<file path="src/rtl/serial_sub_ctrl_if.sv">
// rtl/serial_sub_ctrl_if.sv - request/result bundle for the bit-serial subtractor
// Optional ovf signal present when SERIAL_SUB_OVF_EN is defined.
interface serial_sub_ctrl_if #(
    parameter int WIDTH = 8
);
    logic             start;
    logic [WIDTH-1:0] a;
    logic [WIDTH-1:0] b;
    logic             busy;
    logic             done;
    logic [WIDTH-1:0] diff;
    logic             bout;
`ifdef SERIAL_SUB_OVF_EN
    logic             ovf;
`endif

    modport master (
        output start, a, b,
        input  busy, done, diff, bout
`ifdef SERIAL_SUB_OVF_EN
        , input ovf
`endif
    );

    modport slave (
        input  start, a, b,
        output busy, done, diff, bout
`ifdef SERIAL_SUB_OVF_EN
        , output ovf
`endif
    );
endinterface

</file>
<file path="src/rtl/serial_sub_ctrl.sv">
// rtl/serial_sub_ctrl.sv - bit-serial A-B using one full-subtractor cell, LSB first
// SERIAL_SUB_OVF_EN adds a registered signed-overflow flag alongside bout.
module serial_sub_ctrl #(
    parameter int WIDTH = 8
) (
    input  logic             clk,
    input  logic             rst,
    serial_sub_ctrl_if.slave bus
);
    localparam int CW = $clog2(WIDTH);

    typedef enum logic [1:0] {IDLE, RUN, DONE} state_t;

    state_t           state;
    logic [WIDTH-1:0] sh_a;
    logic [WIDTH-1:0] sh_b;
    logic [WIDTH-1:0] res;
    logic [WIDTH-1:0] diff_q;
    logic [CW-1:0]    cnt;
    logic             brw;
    logic             bout_q;
    logic             busy_q;
    logic             done_q;
    logic             d_bit;
    logic             b_bit;
    logic             last_bit;
`ifdef SERIAL_SUB_OVF_EN
    logic             ovf_q;
`endif

    always_comb begin
        d_bit    = sh_a[0] ^ sh_b[0] ^ brw;
        b_bit    = (~sh_a[0] & sh_b[0]) | (~(sh_a[0] ^ sh_b[0]) & brw);
        last_bit = (cnt == CW'(WIDTH - 1));
    end

    always_ff @(posedge clk) begin
        if (rst) begin
            state  <= IDLE;
            sh_a   <= '0;
            sh_b   <= '0;
            res    <= '0;
            diff_q <= '0;
            cnt    <= '0;
            brw    <= 1'b0;
            bout_q <= 1'b0;
            busy_q <= 1'b0;
            done_q <= 1'b0;
`ifdef SERIAL_SUB_OVF_EN
            ovf_q  <= 1'b0;
`endif
        end else begin
            case (state)
                // DONE accepts a new request exactly like IDLE so throughput is WIDTH+1
                IDLE, DONE: begin
                    done_q <= 1'b0;
                    if (bus.start) begin
                        sh_a   <= bus.a;
                        sh_b   <= bus.b;
                        brw    <= 1'b0;
                        cnt    <= '0;
                        busy_q <= 1'b1;
                        state  <= RUN;
                    end else begin
                        state  <= IDLE;
                    end
                end
                RUN: begin
                    sh_a <= sh_a >> 1;
                    sh_b <= sh_b >> 1;
                    res  <= {d_bit, res[WIDTH-1:1]};
                    brw  <= b_bit;
                    cnt  <= cnt + 1'b1;
                    if (last_bit) begin
                        diff_q <= {d_bit, res[WIDTH-1:1]};
                        bout_q <= b_bit;
`ifdef SERIAL_SUB_OVF_EN
                        // On the last step the shift LSBs hold the original operand MSBs
                        ovf_q  <= (sh_a[0] ^ sh_b[0]) & (d_bit ^ sh_a[0]);
`endif
                        busy_q <= 1'b0;
                        done_q <= 1'b1;
                        state  <= DONE;
                    end
                end
                default: begin
                    busy_q <= 1'b0;
                    done_q <= 1'b0;
                    state  <= IDLE;
                end
            endcase
        end
    end

    assign bus.busy = busy_q;
    assign bus.done = done_q;
    assign bus.diff = diff_q;
    assign bus.bout = bout_q;
`ifdef SERIAL_SUB_OVF_EN
    assign bus.ovf  = ovf_q;
`endif
endmodule
</file>
<file path="src/flat_wrapper.sv">
// flat-port wrapper written by rule: the top's interface ports become plain ports
module serial_sub_ctrl_flat 
#(
    parameter int WIDTH = 8
)
  (clk, rst, bus_start, bus_a, bus_b, bus_busy, bus_done, bus_diff, bus_bout);
  serial_sub_ctrl_if #(.WIDTH(WIDTH)) bus_i ();
  input  logic clk;
  input  logic rst;
  input wire logic [$bits(bus_i.start)-1:0] bus_start;
  input wire logic [$bits(bus_i.a)-1:0] bus_a;
  input wire logic [$bits(bus_i.b)-1:0] bus_b;
  output wire logic [$bits(bus_i.busy)-1:0] bus_busy;
  output wire logic [$bits(bus_i.done)-1:0] bus_done;
  output wire logic [$bits(bus_i.diff)-1:0] bus_diff;
  output wire logic [$bits(bus_i.bout)-1:0] bus_bout;
  assign bus_i.start = bus_start;
  assign bus_i.a = bus_a;
  assign bus_i.b = bus_b;
  assign bus_busy = bus_i.busy;
  assign bus_done = bus_i.done;
  assign bus_diff = bus_i.diff;
  assign bus_bout = bus_i.bout;
  serial_sub_ctrl #(.WIDTH(WIDTH)) u_core (.clk(clk), .rst(rst), .bus(bus_i));
endmodule
</file>
<file path="config.mk">
export PLATFORM = sky130hd
export DESIGN_NAME = serial_sub_ctrl_flat
export DESIGN_NICKNAME = d
export VERILOG_FILES = /design/src/rtl/serial_sub_ctrl_if.sv /design/src/rtl/serial_sub_ctrl.sv /design/src/flat_wrapper.sv
export SDC_FILE = /design/constraint.sdc
export NUM_CORES = 1
export LEC_CHECK = 0
export BUFFER_PORTS_ARGS = -buffer_cell sky130_fd_sc_hd__buf_2
export CAP_MARGIN = 20
export CORE_ASPECT_RATIO = 2
export CORE_MARGIN = 1.5
export CORE_UTILIZATION = 35
export DETAILED_ROUTE_END_ITERATION = 8
export SLEW_MARGIN = 20
export SYNTH_ARGS = -nofsm -noshare
export SYNTH_HDL_FRONTEND = slang
export SYNTH_SLANG_ARGS = --single-unit
</file>
<file path="constraint.sdc">
create_clock -name clk -period 1.6 [get_ports clk]
set_input_delay 0.32 -clock clk [delete_from_list [all_inputs] [get_ports clk]]
set_output_delay 0.32 -clock clk [all_outputs]
set_load 0.01 [all_outputs]
</file>
* Yosys cells after proc, flatten, opt, wreduce, memory -nomap -nowiden
Cells that the tools add are included.
** Cells by class
- $lt $le $gt $ge :: 0
- Muxes and demuxes :: 14
- Shift operators :: 0
- Eq/ne operators :: 5
- Divide/modulo/power cells :: 0
- Multipliers :: 0
- Bitwise operators :: 8
- $add $sub $neg :: 1
- Reduce and logical (&&, ||, !) cells :: 7
** Operators with widths (number)
- case mux 8 bit (2 select lines) :: 2
- two-way mux 8 bit :: 2
- case mux 3 bit (2 select lines) :: 1
- AND reduction 2 bit :: 3
- two-way mux 1 bit :: 4
- case mux 1 bit (2 select lines) :: 2
- case mux 2 bit (2 select lines) :: 1
- OR reduction 2 bit :: 2
- adder 3 x 1 -> 3 bit (second input constant) :: 1
- equality test 3 bit (second input constant) :: 1
- two-way mux 3 bit :: 1
- NOT 1 bit :: 3
- bitwise AND 1 bit :: 2
- equality test 2 x 1 -> 1 bit (second input constant) :: 1
- equality test 2 bit (second input constant) :: 1
- logical NOT 2 bit :: 1
- two-way mux 2 bit :: 1
- inequality test 2 x 1 -> 1 bit (second input constant) :: 1
- inequality test 2 bit (second input constant) :: 1
- nonzero test 2 bit :: 1
- bitwise XOR 1 bit :: 2
- bitwise OR 1 bit :: 1
** Storage, ports and cells
- ROM bits :: 0
- Bits in registers :: 41
- Memories :: 0
- Latch bits :: 0
- Output and inout bits :: 11
- Bits in writable memories :: 0

* Longest topological paths before layout
- Depth in word-level cells :: 5
- Gate-level depth with buffers :: 5
- Depth with buffers taken out :: 5

* Worst setup path before layout
No wires, ideal clock.
- Path type :: register to register
- Start point :: reg u_core.cnt[0]
- End point :: reg u_core.diff_q[6], in the netlist u_core.bus.diff[6]
- Path slack :: 0.367 ns
- Stages on the path, launching flop included :: 6
- Setup time :: 0.070 ns
- Arrival time :: 1.163 ns
- Path buffers :: 1
- Required time :: 1.530 ns
- Path through :: dfxtp_1 > ha_1 > ha_1 > clkbuf_1 > nand3_1 > a21oi_1
** Between the ends
- Cells in the longest elaborated chain, start to end :: 2
** RTL lines
- start, declared :: RTL line serial_sub_ctrl.sv:19 : logic [CW-1:0] cnt;
- start signal, assigned :: RTL line serial_sub_ctrl.sv:73 : cnt <= cnt + 1'b1;
- equality test 3 bit :: RTL line serial_sub_ctrl.sv:34 : last_bit = (cnt == CW'(WIDTH - 1));
- AND reduction 2 bit (no source line)
- end signal, assigned :: RTL line serial_sub_ctrl.sv:75 : diff_q <= {d_bit, res[WIDTH-1:1]};
- end, declared :: RTL line serial_sub_ctrl.sv:18 : logic [WIDTH-1:0] diff_q;
Every way passes these cells.
A chain may end at the register's enable or synchronous reset.

* Worst setup path in the final report
Same ends and word-level chain as after synthesis.

==> results.toml <==
[outcome]
status = "finished, final reports clean"

[hold_path]
hold_path.class = "input port to register"

[pwr]
powerDensity_nw_per_um2 = 1040
total_power_uw = 1980
p_leak_uw = 0.000754
worst_ir_drop_vdd_mv = 0.676

[synth]
synth.net_count = 218
syn_area_um2 = 1610
synth_top_area_share_pct = 49.8
ys_warn_count = 0
ys_top_cells_by_count = "nand2_1, dfxtp_1, a21oi_1"
yosysMostFrequentCell = "nand2_1"
ys_async_sr_fraction_pct = 0
synth.distinct_cells = 21
syn_inst = 196
ys_seq_area_share_pct = 49.8
ys_ff_latch = 40
yosysTopAreaCell = "dfxtp_1"
ys.flop_type = "dfxtp_1"
postSynthAreaPerCell_um2 = 8.21
synth_edf_count = 0
yosys-top-cells-area = "dfxtp_1, nand2_1, a311oi_1, a21oi_1, nand3_1"

[die]
core_um2 = 4380
dieArea_um2 = 5040
die_y_um = 98.9
row_count = 34
fp.dieW_um = 50.9
ios = 30
initial_core_util_pct = 36.7

[route]
dr.first_iter.drc_count = 18
vias_per_cell = 4.90
routed_wl_mm = 3.17
routed-via-count = 1363
wl_per_cell_um = 11.4
antenna_left = 0
drtPass1Iterations = 4
drc = 0

[placement]
gp_congestion = 0.711
hpwlAfterDp_mm = 2.20
port_buffers = 29

[timing]
min_period_ns = 1.32
min_period_over_period_pct = 82.7
skew_ns = 0.00993
worstMarginPinSlew_ns = 0.718
fmax_ghz = 0.756
setup_viol = 0
slew_headroom_pct = 52.1
finalHoldViolations = 0
rsz0062_at_grt = "no"
slew_viol_final = 0
setup_tns_ns = 0

[setup_path]
critPathSlowestCell = "dfxtp_1"
crit_fanout = 8
arrival_ns = 1.47
critPathKind = "register to register"
slowest_delay_ns = 0.35
critPathCaptureType = "register"
critical_path_required_ns = 1.75
cp_cell_sequence = "ha_1 -> ha_1 -> nand3b_1 -> nand2_1 -> a21oi_1"
path_common_cell = "ha_1"
startpoint_type = "register"

[grt]
grt_pass1_wl_mm = 5.47
grtUsageMet2_pct = 24.4
grt_max_degree = 41
antenna_found_initial = 0
grt_use_met3_pct = 4.24
met1_usage_pct = 14.9
grtUsageTotal_pct = 14.2
grt_pass1_vias = 1294
overflow = 0
gr-max-usage-layer = "met2"

[final_layout]
regArea_um2 = 801
n_antenna_cell = 0
drive_gt1_share_pct = 19.6
multi_input_area_um2 = 706
syn_to_final_growth_pct = 17.9
n_fill_cell = 471
utilization_pct = 43.3
layout.nets = 245

[clocking]
clock_tree.buffer_depth = 2
cts_resized = 0
ctsHoldBuffers = 0
cts_buffers = 5
tritoncts = "yes"
cts_setup_buffers = 0
clock_sinks = 40
insertion_delay_ns = 0.30
h-tree-depth = 2
cts_root_buffer = "clkbuf_8"
clk_pin_slew_ns = 0.08

[run]
max-cap-violations = 0
==> worst max-delay path, delay by kind of cell (launching register included) <==
family | cells | cell delay [ns]
AO/OA/AOI/OAI | 1 | 0.07
flip-flops | 1 | 0.35
adder cells (fa/ha/maj) | 2 | 0.33
AND/OR/NAND/NOR | 2 | 0.43
==> state kept, by name, summed over array words and instances, names as in the netlist <==
signal / cells
u_core.brw: 1
u_core.cnt: 3
u_core.bus.done: 1
u_core.res: 7
u_core.bus.bout: 1
u_core.bus.busy: 1
u_core.sh_b: 8
u_core.state: 2
u_core.bus.diff: 8
u_core.sh_a: 8
==> path summary, 6_finish.rpt <==
path                                        start  cells past startpoint  slack (ns)                              end
setup / recovery       u_core.cnt[0]$_SDFFE_PP0P_                      5        0.28  u_core.bus.diff[6]$_SDFFE_PP0P_
hold reg to reg   u_core.bus.diff[7]$_SDFFE_PP0P_                      2        0.45  u_core.bus.diff[7]$_SDFFE_PP0P_
hold / removal                           bus_b[7]                      3        0.27      u_core.sh_b[7]$_SDFFE_PP0P_
setup reg to reg       u_core.cnt[0]$_SDFFE_PP0P_                      5        0.28  u_core.bus.diff[6]$_SDFFE_PP0P_
==> cell families (layout without fill, tap and decap cells) <==
kind of cell,Yosys count,in the layout,synth area share (%)
compound gates,40,40,16.3
simple gates,95,95,24.8
fa+ha+maj,3,3,2.80
flops,40,40,49.8
buf+inv,18,46,6.38
==> per-stage QoR <==
stage / cells / instance area (µm²) / hold WS [ns] / setup slack (ns)
after floorplan: 196 / 1610 / 0.437 / 0.367
after global placement: 270 / 1800 / 0.438 / 0.275
after detailed placement: 270 / 1800 / 0.445 / 0.265
after CTS: 278 / 1900 / 0.262 / 0.243
after global routing: 278 / 1900 / 0.272 / 0.103
final: 278 / 1900 / 0.267 / 0.277
==> area by class of cell <==
class / count / area share (%)
sequential: 40 / 42.2
multi-input combinational: 138 / 37.2
timing repair buffer: 36 / 11.7
clock buffer: 6 / 4.35
tap: 54 / 3.56
clock inverter: 2 / 0.528
inverter: 2 / 0.396
==> cells in the final DEF (no fill, tap or decap) <==
cell      netlist  routed
clkbuf_8        0       6
and2b_1         1       1
nand3b_1        1       1
nand3_1        14      14
a311oi_1       15      15
nor2b_1         1       1
inv_1           2       2
nor2_1         17      17
nand2_1        55      55
a21oi_1        23      23
dfxtp_1        40      40
fa_1            1       1
nor3b_1         1       1
clkinv_2        0       2
nor3_1          1       1
ha_1            2       2
o21bai_1        1       1
buf_4           6       5
buf_12          0       2
buf_2           4      29
o21a_1          1       1
nand2b_1        4       4
==> metal layers <==
layer	up-vias	routed length, µm
met3	4	138
li1	713	-
met2	29	1690
met4	0	64
met1	617	1280
met5	-	0
==> power breakdown <==
part | switching [µW] | internal (µW) | total [µW]
Combinational | 125 | 94.4 | 220
Sequential | 27.9 | 1040 | 1070
Clock | 345 | 344 | 689
Total | 498 | 1480 | 1980
(Power assumes the default switching activity.)
